## src/rtl/quad_decoder.sv

```systemverilog
// quad_decoder: quadrature encoder front end for the up/down/load counter.
// Synchronises the raw A/B (and optional index) channels, debounces each one,
// then decodes accepted A/B transitions into one-cycle up/down strobes.
// A simultaneous change of both A and B sets a sticky err flag.
//
// Parameters:
//   n      - width of the in output (matches the counter width)
//   DB     - debounce length in cycles, 1..255
//   PRESET - value driven on in when the index feature is built
// Ports:
//   clk  - rising-edge clock
//   rst  - synchronous active-high reset
//   a, b - asynchronous encoder channels
//   idx  - asynchronous encoder index (used only with QDEC_INDEX_EN)
//   up   - one-cycle forward-step strobe
//   down - one-cycle reverse-step strobe
//   load - one-cycle index-load strobe
//   in   - counter load value
//   err  - sticky illegal-transition flag
//
// Build option: define QDEC_INDEX_EN to build the index channel and load logic.
module quad_decoder #(
    parameter int unsigned    n      = 4,
    parameter int unsigned    DB     = 4,
    parameter logic [n-1:0]   PRESET = '0
) (
    input  logic         clk,
    input  logic         rst,
    input  logic         a,
    input  logic         b,
    input  logic         idx,
    output logic         up,
    output logic         down,
    output logic         load,
    output logic [n-1:0] in,
    output logic         err
);

    // Channel bit order: 0 = A, 1 = B, 2 = index (when built).
`ifdef QDEC_INDEX_EN
    localparam int unsigned NCH = 3;
`else
    localparam int unsigned NCH = 2;
`endif

    typedef enum logic {INIT, RUN} state_t;

    state_t         state;
    logic [1:0]     init_cnt;
    logic [NCH-1:0] raw;
    logic [NCH-1:0] meta;
    logic [NCH-1:0] sync;
    logic [NCH-1:0] acc;
    logic [NCH-1:0] prev;
    logic [7:0]     cnt [NCH];

    logic [1:0]     old_p;
    logic [1:0]     new_p;
    logic           step_up;
    logic           step_dn;
    logic           step_bad;
    logic           idx_rise;

`ifdef QDEC_INDEX_EN
    assign raw = {idx, b, a};
    assign in  = PRESET;
`else
    assign raw = {b, a};
    assign in  = '0;
    logic unused;
    assign unused = ^{idx, PRESET};
`endif

    // Position of {A,B} along the forward Gray sequence 00 -> 10 -> 11 -> 01.
    function automatic logic [1:0] pos(input logic ach, input logic bch);
        case ({ach, bch})
            2'b00:   pos = 2'd0;
            2'b10:   pos = 2'd1;
            2'b11:   pos = 2'd2;
            default: pos = 2'd3;
        endcase
    endfunction

    // prev holds the accepted value from the previous cycle, so any change
    // of the accepted A/B shows up as prev != acc for exactly one cycle.
    always_comb begin
        old_p    = pos(prev[0], prev[1]);
        new_p    = pos(acc[0], acc[1]);
        step_up  = (new_p == old_p + 2'd1);
        step_dn  = (new_p == old_p - 2'd1);
        step_bad = (acc[1:0] == ~prev[1:0]);
`ifdef QDEC_INDEX_EN
        idx_rise = acc[2] & ~prev[2];
`else
        idx_rise = 1'b0;
`endif
    end

    always_ff @(posedge clk) begin
        if (rst) begin
            state    <= INIT;
            init_cnt <= '0;
            meta     <= '0;
            sync     <= '0;
            acc      <= '0;
            prev     <= '0;
            for (int unsigned ch = 0; ch < NCH; ch++) cnt[ch] <= '0;
            up       <= 1'b0;
            down     <= 1'b0;
            load     <= 1'b0;
            err      <= 1'b0;
        end else begin
            meta <= raw;
            sync <= meta;
            up   <= 1'b0;
            down <= 1'b0;
            load <= 1'b0;
            case (state)
                INIT: begin
                    // Track the inputs directly so RUN starts from the
                    // encoder's resting position without a spurious step.
                    acc  <= sync;
                    prev <= sync;
                    for (int unsigned ch = 0; ch < NCH; ch++) cnt[ch] <= '0;
                    init_cnt <= init_cnt + 2'd1;
                    if (init_cnt == 2'd2) state <= RUN;
                end
                RUN: begin
                    for (int unsigned ch = 0; ch < NCH; ch++) begin
                        if (sync[ch] == acc[ch]) begin
                            cnt[ch] <= '0;
                        end else if (cnt[ch] == 8'(DB - 1)) begin
                            acc[ch] <= sync[ch];
                            cnt[ch] <= '0;
                        end else begin
                            cnt[ch] <= cnt[ch] + 8'd1;
                        end
                    end
                    prev <= acc;
                    if (step_bad) err <= 1'b1;
                    // Load has priority over a coincident step; the step is dropped.
                    if (idx_rise) begin
                        load <= 1'b1;
                    end else begin
                        up   <= step_up;
                        down <= step_dn;
                    end
                end
                default: state <= INIT;
            endcase
        end
    end

endmodule

```

## config.mk

```make
export PLATFORM = sky130hd
export DESIGN_NAME = quad_decoder
export DESIGN_NICKNAME = d
export VERILOG_FILES = /design/src/rtl/quad_decoder.sv
export SDC_FILE = /design/constraint.sdc
export NUM_CORES = 1
export LEC_CHECK = 0
export CAP_MARGIN = 10
export CORE_ASPECT_RATIO = 0.6
export CORE_MARGIN = 2
export CORE_UTILIZATION = 56
export DETAILED_ROUTE_END_ITERATION = 12
export MAX_ROUTING_LAYER = met4
export PLACE_DENSITY_LB_ADDON = 0.12
export REMOVE_ABC_BUFFERS = 1
export SLEW_MARGIN = 5
export SYNTH_ARGS = -nofsm -noshare
export SYNTH_HDL_FRONTEND = slang
export SYNTH_SLANG_ARGS = --single-unit
export TNS_END_PERCENT = 50
```

## constraint.sdc

```tcl
create_clock -name clk -period 2.1 [get_ports clk]
set_input_delay 0.315 -clock clk [delete_from_list [all_inputs] [get_ports clk]]
set_output_delay 0.315 -clock clk [all_outputs]
set_load 0.01 [all_outputs]
```

After elaboration in Yosys (flattened, before gate mapping)
Memories as Yosys holds them, arrays and structs flattened.
Cells that the tools add are included.
Storage, ports and cells
  memories: 1
  RAM bits: 16
  register bits after elaboration: 14
  output and inout port bits: 8
  word-level logic and storage cells: 99
Memories
  cnt: depth 2, bits a word 8, read ports 2, clocked after Yosys merged registers in 0, write ports 2, RTL line 55  | logic [7:0] cnt [NCH];
Cells by class
  bitwise logic cells: 10
  equality and inequality tests: 16
  multiplexer cells: 51
  add/subtract/negate cells: 5
  reductions and logical operators: 6
Operators by type and width (count)
  $mux W8: 8
  $mux W1: 39
  $add A8 B1 Y8 const B: 2
  $eq A8 B2 Y1 const B: 2
  $pmux W2 S3: 2
  $eq A2 B2 Y1 const B: 5
  $or A1 B1 Y1: 8
  $pmux W2 S2: 2
  $eq A2 B2 Y1: 3
  $reduce_and A2 Y1: 3
  $add A2 B1 Y2 const B: 2
  $logic_not A2 Y1: 2
  $ne A2 B1 Y1 const B: 2
  $ne A2 B2 Y1 const B: 2
  $eq A1 B1 Y1: 2
  $not A2 Y2: 1
  $reduce_or A2 Y1: 1
  $sub A2 B1 Y2 const B: 1
  $not A1 Y1: 1

Depth between registers and ports, before layout
An unclocked memory read counts as a cell.
  depth in word-level cells: 9
  mapped depth: 5
  mapped depth without buffers: 5

Least setup slack after synthesis
Ideal clock, no wire load.
  kind: register to register
  start point: mem cnt[1][0]
  end point: mem cnt[1][5], data pin
  setup time: 0.265 ns
  data required time: 1.835 ns
  stages on the path, launching flop included: 5
  arrival: 1.395 ns
  slack: 0.441 ns
  path through: edfxtp_1 -> ha_1 -> or4b_4 -> o211ai_4 -> a21oi_1
RTL lines (RTL line)
  start: declaration: 55

==> flow_metrics.py <==
metrics = {
    "status": {
        "outcome": "finished clean",
    },
    "placed_design": {
        "dpl.hpwl_mm": 1.86,
        "io_buffers": 6,
        "dpl-instance-area_um2": 1670,
        "gp_congestion": 0.827,
    },
    "grt": {
        "grt-ovfl-total": 0,
        "grt_max_degree": 15,
        "antenna_found_initial": 0,
        "grt_pass1_vias": 976,
        "grt_use_total_pct": 18.4,
        "grt_pass1_wl_mm": 4.22,
    },
    "run": {
        "maxCapViolCount": 0,
    },
    "cts": {
        "hold_buffers": 0,
        "insertion_delay_ps": 270,
        "cts_num_sinks": 30,
        "htreeDepth": 2,
        "cts_resized": 0,
        "max-clock-path-buffers": 2,
        "clkTransAtPathRegs_ps": 60,
        "cts_inserted_buffers": 5,
        "cts_tree": "built",
        "postCtsSetupRepairBufs": 0,
        "root_buffer": "clkbuf_8",
    },
    "synthesis": {
        "yosys_warnings": 0,
        "synth_edf_count": 16,
        "yosys_register_bits": 30,
        "ys_seq_area_share_pct": 49.8,
        "muxShareOfSynthArea_pct": 2.62,
        "synth_flop_cell": "edfxtp_1",
        "synth_compound_area_share_pct": 8.61,
        "synth_top_area_cell": "edfxtp_1",
        "synthSimpleGateAreaFrac_pct": 19.5,
        "netlist_area_um2": 1530,
        "synth_top_family_by_area": "simple AND/OR/NAND/NOR gates",
        "synth.distinct_cells": 28,
        "async_flop_share_pct": 0,
        "yosys.area_share.adder_pct": 5.74,
        "syn_inst": 144,
        "synth_top_area_share_pct": 31.5,
        "netlist_top_cells_area": "edfxtp_1 (31%), dfxtp_1 (18%), ha_1 (5.7%)",
        "synthXorXnorAreaFrac_pct": 8.44,
        "syn_area_per_cell_um2": 10.6,
    },
    "die": {
        "die_x_um": 71.4,
        "io_pins": 13,
        "die_h_um": 44.4,
        "dieArea_um2": 3170,
        "initial_core_util_pct": 60.1,
        "core_area_um2": 2540,
        "num_rows": 14,
    },
    "power_and_ir_drop": {
        "peakVddDrop_uv": 630,
        "power_leakage_nw": 0.708,
        "p_per_area_nw_per_um2": 784,
    },
    "hold_path": {
        "min_delay_path_depth": 1,
        "min_to": "sync[1]$_SDFF_PP0_",
        "hold_path.class": "reg -> reg",
        "hp-start": "meta[1]$_SDFF_PP0_",
    },
    "setup_path": {
        "reg2reg_from": "cnt[1][0]$_SDFFCE_PN0P_",
        "cp_cell_sequence": "ha_1 > or4b_4 > o211ai_4 > a21oi_1",
        "end_kind": "register",
        "criticalPathCategory": "reg -> reg",
        "crit_fanout": 6,
        "reg2reg_setup_slack_ps": 260,
        "cp.arrival_ps": 1850,
        "cp_data_required_time_ps": 2110,
        "r2r-end": "cnt[1][6]$_SDFFCE_PN0P_",
        "start_kind": "register",
        "cpPeakStageDelay_ps": 520,
        "cp_slowest_cell": "or4b_4",
        "r2r_cells": 4,
    },
    "routing": {
        "via_per_inst": 4.98,
        "detail-route-antenna-nets": 0,
        "dr.pass1.iters": 4,
        "wl_per_cell_um": 12.0,
        "wl_mm": 2.46,
        "vias": 1015,
        "drcViolationCount": 0,
        "drt-initial-drc-count": 20,
    },
    "sta": {
        "hold_slack_ps": 434,
        "finalMaxSlewViolations": 0,
        "setup-violations-final": 0,
        "fmax_ghz": 0.543,
        "skew_ps": 7.62,
        "fin_crit_ps": 1840,
        "post-route-period-util_pct": 87.8,
        "hold_violations": 0,
        "rsz0062_at_grt": "false",
        "setup_tns_ps": 0,
    },
    "finish": {
        "final_layout_size_suffix_gt1_share_pct": 10.5,
        "fin_nets": 183,
        "area_growth_syn_to_layout_pct": 15.2,
        "n_antenna_cell": 0,
        "final_area_um2": 1760,
    },
}
[cell families after synthesis]
kind of cell	count (synthesis)
simple gates	56
flops	30
compound gates	18
buf+inv	14
xor+xnor	13
fa+ha+maj	7
mux	4
other cells	2
[area by class of cell]
type	count	area, um^2
well taps	32	40.0
fillers	205	782
flip-flops and latches	30	761
inverters	7	26.3
clock inverters	1	5.00
clock buffers	7	86.3
repair buffers	8	75.1
multi-input cells	119	764
[power breakdown]
group,total (W),internal [W],switching [W]
clock,0.000461,0.000264,0.000198
combinational,0.000213,0.0000940,0.000119
sequential,0.000704,0.000665,0.0000386
total,0.00138,0.00102,0.000355
[routing by layer]
metal	routed length (um)	track usage (%)	vias to the layer above
li1	-	-	523
met1	1240	24.6	459
met2	1070	27.2	31
met3	128	5.47	2
met4	10	5.66	0
met5	0	-	-
[layout by cell type, fill, tap and decap left out, drive strengths merged, types with 4 or more instances in the layout]
cell / netlist / routed
conb: 2 / 21
nor2: 21 / 21
edfxtp: 16 / 16
dfxtp: 14 / 14
xor2: 10 / 10
nand3: 8 / 8
or3: 8 / 8
o21ai: 8 / 8
inv: 7 / 7
a21oi: 7 / 7
ha: 7 / 7
clkbuf: 1 / 7
clkdlybuf4s50: 0 / 6
nand2: 5 / 5
nor2b: 5 / 5
nand2b: 4 / 4
mux2i: 4 / 4
[metrics by stage]
step | setup WS, ps | instances | util [%] | power (W)
final | 257 | 204 | 69.2 | 0.00138
after CTS | 258 | 204 | 69.2 | 0.00139
after global routing | 132 | 204 | 69.2 | 0.00145
after global placement | 300 | 196 | 65.6 | 0.000908
after floorplan | 441 | 156 | - | 0.000861
after detailed placement | 275 | 196 | 65.6 | 0.000928
[how the worst max path moves through the flow]
stage                            startpoint                 endpoint  slack (ps)
global route        cnt[1][0]$_SDFFCE_PN0P_  cnt[1][5]$_SDFFCE_PN0P_         130
global placement    cnt[0][0]$_SDFFCE_PN0P_  cnt[0][6]$_SDFFCE_PN0P_         300
detailed placement  cnt[0][0]$_SDFFCE_PN0P_  cnt[0][6]$_SDFFCE_PN0P_         280
floorplan           cnt[1][0]$_SDFFCE_PN0P_  cnt[1][5]$_SDFFCE_PN0P_         440
finish              cnt[1][0]$_SDFFCE_PN0P_  cnt[1][6]$_SDFFCE_PN0P_         260
CTS                 cnt[1][0]$_SDFFCE_PN0P_  cnt[1][6]$_SDFFCE_PN0P_         260
[synth_stat cells (4+ instances only)]
cell	number
ha_1	7
nand2b_1	4
mux2i_1	4
a21oi_1	7
o21ai_0	6
xor2_1	10
inv_1	7
nand2_1	5
dfxtp_1	14
nor2b_1	5
nand3_1	8
edfxtp_1	16
or3_1	7
buf_4	5
nor2_1	19
[sequential cells by signal (all words and copies together) (netlist names)]
signal,flops
state,1
prev,2
up,1
meta,2
acc,2
init_cnt,2
sync,2
err,1
cnt,16
down,1
[critical path: cells and delay by family, from the launching register on]
kind,cells,cell delay [ps]
AOI/OAI and AO/OA,2,360
and+or+nand+nor,1,520
adders and majority gates,1,280
DFF,1,420
(Power assumes the default switching activity.)
